`src/rtl/coprocessor0_if.sv`:
```
// Write-back to CP0 bus type and the CP0 port bundle: the WB side drives the
// commit bus, interrupt lines and fault address; CP0 returns read data and redirect state.
package coprocessor0_params;
  typedef struct packed {
    logic [4:0]  address_register;
    logic [2:0]  address_select;
    logic        write_enabled;
    logic [31:0] write_data;
    logic        exception_valid;
    logic [31:0] exception_address;
    logic        eret_flush;
    logic        in_delay_slot;
    logic [4:0]  exception_code;
  } WBToCP0Data;
endpackage

interface coprocessor0_if;
  import coprocessor0_params::*;

  WBToCP0Data  wb_to_cp0_data_bus;
  logic [31:0] bad_virtual_address;
  logic [5:0]  hardware_interrupt;
  logic [31:0] cp0_read_data;
  logic [31:0] exception_program_count;
  logic [31:0] exception_entry;
  logic        interrupt_pending;

  modport master (
    output wb_to_cp0_data_bus, bad_virtual_address, hardware_interrupt,
    input  cp0_read_data, exception_program_count, exception_entry, interrupt_pending
  );

  modport slave (
    input  wb_to_cp0_data_bus, bad_virtual_address, hardware_interrupt,
    output cp0_read_data, exception_program_count, exception_entry, interrupt_pending
  );
endinterface

```
`src/rtl/coprocessor0.sv`:
```
// MIPS CP0: BadVAddr, Status, Cause, EPC, plus Count/Compare timer when CP0_TIMER_EN is defined.
// Commits MTC0/exception/ERET from write-back and serves MFC0 reads combinationally.
module coprocessor0 #(
  parameter logic [31:0] EXCEPTION_ENTRY = 32'hBFC0_0380
) (
  input logic              clock,
  input logic              reset,
  coprocessor0_if.slave    bus
);
  import coprocessor0_params::*;

  localparam logic [7:0] AddrBadVAddr = {5'd8, 3'd0};
  localparam logic [7:0] AddrCount    = {5'd9, 3'd0};
  localparam logic [7:0] AddrCompare  = {5'd11, 3'd0};
  localparam logic [7:0] AddrStatus   = {5'd12, 3'd0};
  localparam logic [7:0] AddrCause    = {5'd13, 3'd0};
  localparam logic [7:0] AddrEpc      = {5'd14, 3'd0};

  WBToCP0Data wb;
  logic [7:0] addr;
  logic       exc;
  logic       mtc0;
  logic       eret;

  assign wb   = bus.wb_to_cp0_data_bus;
  assign addr = {wb.address_register, wb.address_select};
  assign exc  = wb.exception_valid;
  assign mtc0 = wb.write_enabled & ~exc;
  assign eret = wb.eret_flush & ~exc;

  logic [31:0] bad_vaddr_q, bad_vaddr_d;
  logic [31:0] epc_q, epc_d;
  logic [7:0]  im_q, im_d;
  logic        exl_q, exl_d;
  logic        ie_q, ie_d;
  logic        bd_q, bd_d;
  logic [4:0]  exc_code_q, exc_code_d;
  logic [5:0]  ip_hw_q, ip_hw_d;
  logic [1:0]  ip_sw_q, ip_sw_d;
  logic        ti;

`ifdef CP0_TIMER_EN
  logic [31:0] count_q, count_d;
  logic [31:0] compare_q, compare_d;
  logic        tick_q, tick_d;
  logic        ti_q, ti_d;
  logic        count_wr, compare_wr;

  assign ti         = ti_q;
  assign count_wr   = mtc0 && (addr == AddrCount);
  assign compare_wr = mtc0 && (addr == AddrCompare);

  always_comb begin
    tick_d    = ~tick_q;
    compare_d = compare_wr ? wb.write_data : compare_q;
    // A Count write takes precedence over the half-rate increment.
    if (count_wr)    count_d = wb.write_data;
    else if (tick_q) count_d = count_q + 32'd1;
    else             count_d = count_q;
    if (compare_wr)                  ti_d = 1'b0;
    else if (count_q == compare_q)   ti_d = 1'b1;
    else                             ti_d = ti_q;
  end

  always_ff @(posedge clock) begin
    if (!reset) begin
      count_q   <= '0;
      compare_q <= '0;
      tick_q    <= 1'b0;
      ti_q      <= 1'b0;
    end else begin
      count_q   <= count_d;
      compare_q <= compare_d;
      tick_q    <= tick_d;
      ti_q      <= ti_d;
    end
  end
`else
  assign ti = 1'b0;
`endif

  always_comb begin
    bad_vaddr_d = bad_vaddr_q;
    epc_d       = epc_q;
    im_d        = im_q;
    exl_d       = exl_q;
    ie_d        = ie_q;
    bd_d        = bd_q;
    exc_code_d  = exc_code_q;
    ip_sw_d     = ip_sw_q;
    ip_hw_d     = {bus.hardware_interrupt[5] | ti, bus.hardware_interrupt[4:0]};
    if (exc) begin
      exc_code_d = wb.exception_code;
      // Nested exceptions keep the original return point.
      if (!exl_q) begin
        epc_d = wb.in_delay_slot ? wb.exception_address - 32'd4 : wb.exception_address;
        bd_d  = wb.in_delay_slot;
      end
      exl_d = 1'b1;
      if (wb.exception_code == 5'd4 || wb.exception_code == 5'd5) begin
        bad_vaddr_d = bus.bad_virtual_address;
      end
    end else begin
      if (eret) exl_d = 1'b0;
      // Applied after ERET so an MTC0 to Status.EXL in the same cycle wins.
      if (mtc0) begin
        case (addr)
          AddrStatus: begin
            im_d  = wb.write_data[15:8];
            exl_d = wb.write_data[1];
            ie_d  = wb.write_data[0];
          end
          AddrCause: ip_sw_d = wb.write_data[9:8];
          AddrEpc:   epc_d   = wb.write_data;
          default: ;
        endcase
      end
    end
  end

  always_ff @(posedge clock) begin
    if (!reset) begin
      bad_vaddr_q <= '0;
      epc_q       <= '0;
      im_q        <= '0;
      exl_q       <= 1'b0;
      ie_q        <= 1'b0;
      bd_q        <= 1'b0;
      exc_code_q  <= '0;
      ip_hw_q     <= '0;
      ip_sw_q     <= '0;
    end else begin
      bad_vaddr_q <= bad_vaddr_d;
      epc_q       <= epc_d;
      im_q        <= im_d;
      exl_q       <= exl_d;
      ie_q        <= ie_d;
      bd_q        <= bd_d;
      exc_code_q  <= exc_code_d;
      ip_hw_q     <= ip_hw_d;
      ip_sw_q     <= ip_sw_d;
    end
  end

  logic [31:0] status_word;
  logic [31:0] cause_word;

  assign status_word = {9'b0, 1'b1, 6'b0, im_q, 6'b0, exl_q, ie_q};
  assign cause_word  = {bd_q, ti, 14'b0, ip_hw_q, ip_sw_q, 1'b0, exc_code_q, 2'b0};

  always_comb begin
    bus.cp0_read_data = '0;
    case (addr)
      AddrBadVAddr: bus.cp0_read_data = bad_vaddr_q;
`ifdef CP0_TIMER_EN
      AddrCount:    bus.cp0_read_data = count_q;
      AddrCompare:  bus.cp0_read_data = compare_q;
`endif
      AddrStatus:   bus.cp0_read_data = status_word;
      AddrCause:    bus.cp0_read_data = cause_word;
      AddrEpc:      bus.cp0_read_data = epc_q;
      default:      bus.cp0_read_data = '0;
    endcase
  end

  assign bus.exception_program_count = epc_q;
  assign bus.exception_entry         = EXCEPTION_ENTRY;
  assign bus.interrupt_pending       = (|({ip_hw_q, ip_sw_q} & im_q)) & ie_q & ~exl_q;

endmodule

```
`src/flat_wrapper.sv`:
```
// flat-port wrapper written by rule: the top's interface ports become plain ports
module coprocessor0_flat import coprocessor0_params::*;
#(
  parameter logic [31:0] EXCEPTION_ENTRY = 32'hBFC0_0380
)
  (clock, reset, bus_wb_to_cp0_data_bus, bus_bad_virtual_address, bus_hardware_interrupt, bus_cp0_read_data, bus_exception_program_count, bus_exception_entry, bus_interrupt_pending);
  coprocessor0_if bus_i ();
  input logic clock;
  input logic reset;
  input wire logic [$bits(bus_i.wb_to_cp0_data_bus)-1:0] bus_wb_to_cp0_data_bus;
  input wire logic [$bits(bus_i.bad_virtual_address)-1:0] bus_bad_virtual_address;
  input wire logic [$bits(bus_i.hardware_interrupt)-1:0] bus_hardware_interrupt;
  output wire logic [$bits(bus_i.cp0_read_data)-1:0] bus_cp0_read_data;
  output wire logic [$bits(bus_i.exception_program_count)-1:0] bus_exception_program_count;
  output wire logic [$bits(bus_i.exception_entry)-1:0] bus_exception_entry;
  output wire logic [$bits(bus_i.interrupt_pending)-1:0] bus_interrupt_pending;
  assign bus_i.wb_to_cp0_data_bus = bus_wb_to_cp0_data_bus;
  assign bus_i.bad_virtual_address = bus_bad_virtual_address;
  assign bus_i.hardware_interrupt = bus_hardware_interrupt;
  assign bus_cp0_read_data = bus_i.cp0_read_data;
  assign bus_exception_program_count = bus_i.exception_program_count;
  assign bus_exception_entry = bus_i.exception_entry;
  assign bus_interrupt_pending = bus_i.interrupt_pending;
  coprocessor0 #(.EXCEPTION_ENTRY(EXCEPTION_ENTRY)) u_core (.clock(clock), .reset(reset), .bus(bus_i));
endmodule
```
`config.mk`:
```
export PLATFORM = sky130hd
export DESIGN_NAME = coprocessor0_flat
export DESIGN_NICKNAME = d
export VERILOG_FILES = /design/src/rtl/coprocessor0_if.sv /design/src/rtl/coprocessor0.sv /design/src/flat_wrapper.sv
export SDC_FILE = /design/constraint.sdc
export NUM_CORES = 1
export LEC_CHECK = 0
export ABC_CLOCK_PERIOD_IN_PS = 2600
export CORE_ASPECT_RATIO = 0.9
export CORE_UTILIZATION = 40
export CTS_CLUSTER_SIZE = 14
export DETAILED_ROUTE_END_ITERATION = 10
export PLACE_DENSITY = 0.77
export SYNTH_ARGS = -nofsm -noshare
export SYNTH_HDL_FRONTEND = slang
export SYNTH_SLANG_ARGS = --single-unit
```
`constraint.sdc`:
```
create_clock -name clock -period 2.6 [get_ports clock]
set_input_delay 0.39 -clock clock [delete_from_list [all_inputs] [get_ports clock]]
set_output_delay 0.39 -clock clock [all_outputs]
set_load 0.03 [all_outputs]
```
==> results of run 1 <==
## registers in the layout, summed over array words and instances, names as in the netlist
name,count
u_core.ip_hw_q,6
u_core.exc_code_q,5
u_core.im_q,8
u_core.bd_q,1
u_core.ip_sw_q,2
u_core.bus.exception_program_count,32
u_core.ie_q,1
u_core.bad_vaddr_q,32
u_core.exl_q,1
## placed cells by master, fill, tap and decap left out, types with 3 or more instances in the layout
master,instances
nor3_1,11
a22o_1,16
nand4b_1,7
a31o_2,5
o211ai_1,9
buf_4,75
inv_1,6
o31ai_1,3
and2_1,7
nand2_1,105
buf_6,8
mux2i_1,29
and3_1,5
a22oi_1,17
xnor2_1,14
clkbuf_16,9
a211oi_1,8
nor2_1,31
nor4_1,12
conb_1,32
xor2_1,4
clkbuf_2,4
nand2b_1,3
a21o_1,5
o21ai_0,19
or4_1,6
dfxtp_1,88
clkdlybuf4s50_1,147
buf_12,8
nand3_1,19
or3_1,9
a21oi_1,47
## cells in the mapped netlist (all sizes together), types with 7 or more instances
master / number / area share (%)
inv: 7 / 0.54
a22o: 16 / 2.9
and2: 7 / 0.91
dfxtp: 88 / 36
nand3: 19 / 2.0
a22oi: 17 / 2.6
a21oi: 47 / 4.9
or3: 10 / 1.3
buf: 37 / 5.4
nor4: 14 / 1.8
o21ai: 21 / 2.2
a211oi: 8 / 1.2
nor3: 11 / 1.1
nand2: 106 / 8.2
clkbuf: 41 / 3.2
mux2i: 29 / 6.0
xnor2: 14 / 2.5
nor2: 32 / 2.5
o211ai: 9 / 1.4
nand4b: 7 / 1.3
or4: 7 / 1.2
## critical path, cell delays in order
cell	delay [ns]
clkbuf_2	0.11
nor4_4	0.34
nand2_2	0.14
buf_4	0.16
nor4_4	0.33
buf_2	0.25
buf_4	0.13
a221o_1	0.20
buf_12	0.13
## area by class of cell
cell class                      count  area share (%)
Timing Repair Buffer              246            31.7
Tap cell                          156            2.62
Antenna cell                        1          0.0336
Clock inverter                      6           0.974
Clock buffer                       10            3.21
Multi-Input combinational cell    466            37.5
Sequential cell                    88            23.6
Inverter                            7           0.353
## metal layers
metal	wire length [um]	vias up
met5	0	-
met4	334	0
met3	1420	27
met2	8270	252
met1	7630	2491
li1	-	2545
## logic make-up after synthesis
kind of cell | synth area share, %
AO/OA/AOI/OAI | 20.8
multiplexers | 6.01
other | 0.155
AND/OR/NAND/NOR | 23.8
adder cells (fa/ha/maj) | 0.259
flip-flops | 36.5
buffers and inverters | 9.17
XOR/XNOR | 3.26
## final timing paths
kind,start,to,cells past startpoint,slack [ns]
setup / recovery,bus_wb_to_cp0_data_bus[74],bus_cp0_read_data[9],9,0.03
hold / removal,u_core.bad_vaddr_q[20],u_core.bad_vaddr_q[20],2,0.46
hold reg to reg,u_core.bad_vaddr_q[20],u_core.bad_vaddr_q[20],2,0.46
setup reg to reg,u_core.exl_q,u_core.bus.exception_program_count[18],4,0.57
## timing repair
action	in CTS	in global routing
gates cloned	2	1
setup buffers	3	1
endpoints found under the setup margin	32	32
pin swaps	4	3
gates resized for setup	11	16
hold endpoints to repair	0	0
## through the flow
step / worst slack, ns / std cells
2_1_floorplan: 0.195 / 639
3_3_place_gp: -0.0554 / 956
3_5_place_dp: -0.111 / 956
4_1_cts: 0.0144 / 977
5_1_grt: -0.0529 / 980
6_report: 0.0286 / 980
## power by group through the flow
stage / Clock, mW / Combinational [mW] / Sequential, mW
finish: 1.34 / 0.688 / 1.45
global route: 1.41 / 0.729 / 1.46
CTS: 1.36 / 0.681 / 1.45
detailed placement: 0 / 0.678 / 1.48
global placement: 0 / 0.669 / 1.48
floorplan: 0 / 0.275 / 1.53
==> metrics, run 1 <==
register bit total from synthesis 88; final setup vio count 0; Sink Count between 80 and 90; Avg Synthesized Cell Area 7.93 sq um; DRT Wirelength 17,600 um; gr usage total approximately 28%; Worst Tran Pin Value 1.12 ns; NetSw approximately 0.97 mW; largest net degree at the start of global routing 67; CTS tree yes; Net Sw Frac 27.8%; CTS Buf Count 9; hold_ws 0.461 ns; HP Class reg -> reg; DP HPWL 13,300 um; initial antenna violation count 1; static leakage between 2 and 3 nW; CTS Buffer Depth 2; Via Count 5,315; area of the core 11,600 sq um; H-Tree Depth 3; Post-DP Area 7020 sq um; outcome complete, no violations; asr flop ratio synth 0%; clock network power share 38.5%; post-synth cell types 55; Die Wd 118 um; Final Skew 0.00571 ns; relative slew slack between 20% and 30%; Worst setup EP type output port; Vias/cell 5.42; # IOs 218; port buffer count 185; CP Data Arrival Time roughly 2.2 ns; worst-path fanout max 4; sequential group share of total power a little over two fifths; area of the multi-input gates 2800 sq um; Final Critical Period ~2.6 ns; Achievable Freq just under 0.4 GHz; Setup CP Type in -> out; die area between 10,000 and 15,000 sq um; layout cells sized above 1 16.2%; Root Driver clkbuf_16; vias in the first global route between 5,000 and 6,000; hold buffer count at CTS 0; post-DR wirelength/cell 18.0 um; Internal Power between 2 and 3 mW; global routing's busiest layer met2; Power Dens Cells 467 nW/um^2; DR pass1 iterations 5; design area 7450 sq um; antenna-violating nets left 0; final cycle utilization of the critical path roughly 100%; Initial Util 41.6%; post-route DRC violation count 0; post-layout util 64.1%; number of cell rows 37; Iter 0 DRT Violations between 400 and 500; Power, Total 3.48 mW; type of origin of the critical path primary input; number of synthesized flops with an enable pin 0; met1 usage 35.9%; Worst-Skew Late Latency 0.34 ns; Ys Warns 0; Hold Vio Cnt, Final 0; Global Route met3 Usage about 5%; Syn Inst Count a little over 600; Final nets 940; sequential-to-total area share from yosys stat 36.5%; logic gate share of total power around a fifth; Die Ht 106 um; Total Neg Setup Slack 0 ns; M2 GR Usage 46.0%; max cap viols 0; total grt overflow 0; Slew Viols, Final 0; Filler Cell Count 994; first-pass GRT wire length 27,200 um; Clock Pin Slew Worst Setup and Hold Paths 0.06 ns; Critical Path RT 2.21 ns; Main synth FF type dfxtp_1; register area 1760 sq um; Placer Congestion 0.897; Post-Syn Area 4830 sq um; P&R area growth vs syn 54.3%; Worst IR Drop VDD 0.293 mV
Note: power is estimated with default switching activity, not from simulation.
==> inputs of run 2 (changes only) <==
Settings changed: CORE_UTILIZATION 40 to 42, PLACE_DENSITY 0.77 to 0.81, SLEW_MARGIN set to 20.
==> run 2 against run 1 <==
Routed wire length grew 0.57%. Combinational power is essentially flat. First-iteration DRC count grew 40%. Die area shrank 4.7%. Clock power is essentially flat. Final cell count shrank 0.92%. Cell area shrank 1.6%. Clock skew shrank 0.0028 ns. Non-clock buffer count shrank 4. Largest cell class unchanged. Highest routed layer unchanged.
==> metrics, run 2 (synthesis gave the netlist of run 1 again) <==
Final nets 936; Worst IR Drop VDD 0.365 mV; gr usage total 29.3%; Initial Util 44.0%; HP Class reg -> reg; first-pass GRT wire length 27,200 um; Die Wd 115 um; CTS Buf Count 9; Achievable Freq 0.397 GHz; Via Count 5,339; Power Dens Cells 471 nW/um^2; final setup vio count 0; max cap viols 0; # IOs 218; WL met3 1520 um; Slew Viols, Final 0; Met2 Wirelength approximately 8400 um; antenna-violating nets left 0; post-route DRC violation count 0; Worst Tran Pin Value 0.685 ns; Final Critical Period 2.52 ns; CP most frequent cell buf_4; CP max-delay cell clkdlybuf4s50_1; DR pass1 iterations 5; DRT Wirelength 17,700 um; CP Data Arrival Time 2.13 ns; vias in the first global route between 5,000 and 6,000; Worst setup EP type output port; n_diodes 0; Placer Congestion 0.897; Root Driver clkbuf_16; Critical Path RT around 2.2 ns; Worst-Skew Late Latency 0.33 ns; RSZ-0062 raised after global routing false; outcome complete, no violations; Final Skew 0.00290 ns; max layer used met4; number of cell rows 36; worst-path fanout max 19; post-DR wirelength/cell 18.3 um; CTS Buffer Depth 2; Hold Vio Cnt, Final 0; static leakage roughly 2.9 nW; relative slew slack between 50% and 60%; Clock Pin Slew Worst Setup and Hold Paths 0.06 ns; Power, Total 3.46 mW; crit-path max cell delay between 0.4 and 0.5 ns; largest net degree at the start of global routing 39; Total Neg Setup Slack 0 ns; Iter 0 DRT Violations 581; area of the core 11,000 sq um; crit-path cells clkdlybuf4s50_1 -> buf_4 -> nor4_2 -> buf_4 -> a22oi_1 -> o21ai_0 -> buf_4; CP bufs+invs 4; Setup CP Type in -> out; cell family with most CP delay buffers and inverters; DP HPWL 13,500 um; port buffer count 185; P&R area growth vs syn 51.9%; layout cells sized above 1 15.3%; Die Ht 104 um; M1 wire length ~7400 um; hold buffer count at CTS 0; final cycle utilization of the critical path 96.9%; total grt overflow 0; Sink Count 88; CTS tree yes; die area 11,900 sq um; commonest cells after routing, fill and taps aside 149 x clkdlybuf4s50_1, 106 x nand2_1, 88 x dfxtp_1, 78 x buf_4, 47 x a21oi_1; initial antenna violation count 0; type of origin of the critical path primary input; Vias/cell 5.50; H-Tree Depth 3; most common cell after layout, fill and taps aside clkdlybuf4s50_1
run 2: cell count changes in the layout (fill, tap and decap cells not counted), sizes merged:
cell | previous run | this run
dlygate4sd2 | 0 | 4
buf | 93 | 89
diode | 1 | 0
clkinv | 2 | 3
clkbuf | 14 | 9
bufbuf | 1 | 0
dlymetal6s2s | 1 | 0
clkdlybuf4s50 | 147 | 149
run 2: cell type report:
| cell class | count | area [sq um] |
|---|---|---|
| clock buffers | 9 | 225 |
| clock inverters | 7 | 77.6 |
| fillers | 926 | 3650 |
| inverters | 7 | 26.3 |
| multi-input cells | 466 | 2790 |
| flip-flops and latches | 88 | 1760 |
| well taps | 152 | 190 |
| repair buffers | 242 | 2270 |
run 2: worst reg2reg max path, stage by stage (launching register included):
cell and delay (ns):
dfxtp_1 0.49, nor2b_1 0.15, nor2_4 0.56, a21oi_1 0.17, a311oi_1 0.26
run 2: per-stage QoR:
| step | cell area [sq um] | util (%) | hold slack, ns | worst slack (ns) | instances |
|---|---|---|---|---|---|
| 3_3_place_gp | 6930 | 63.1 | 0.442 | -0.0365 | 950 |
| 6_report | 7340 | 66.7 | 0.458 | 0.0808 | 971 |
| 4_1_cts | 7310 | 66.5 | 0.459 | 0.0315 | 970 |
| 5_1_grt | 7340 | 66.7 | 0.473 | 0.0115 | 971 |
| 3_5_place_dp | 6930 | 63.1 | 0.449 | -0.126 | 950 |
| 2_1_floorplan | 4940 | - | 0.436 | 0.195 | 639 |
run 2: timing repair:
action / 4_1_cts / 5_1_grt
cloned: 1 / 0
pin swaps: 5 / 6
gates resized for setup: 9 / 7
endpoints found under the setup margin: 32 / 14
buffers inserted: 3 / 1
run 2: worst paths after layout:
check | cells past startpoint | from | to | slack [ns]
min reg2reg | 2 | u_core.bad_vaddr_q[22] | u_core.bad_vaddr_q[22] | 0.46
max reg2reg | 4 | u_core.exl_q | u_core.bus.exception_program_count[18] | 0.89
max | 7 | bus_wb_to_cp0_data_bus[76] | bus_cp0_read_data[11] | 0.08
min | 2 | u_core.bad_vaddr_q[22] | u_core.bad_vaddr_q[22] | 0.46
run 2: report_power, final:
part,switching (mW),internal (mW)
Sequential,0.0546,1.40
Clock,0.559,0.757
Combinational,0.355,0.329
run 2: metal layers:
layer	track usage, %	vias to the layer above
li1	-	2530
met1	38.1	2502
met2	48.3	280
met3	6.09	27
met4	8.91	0
met5	0	-
==> inputs of run 3 (changes only) <==
Settings changed: CAP_MARGIN set to 25.
==> results of run 3 <==
The final DEF is identical to that of run 2; final timing and power are the same.
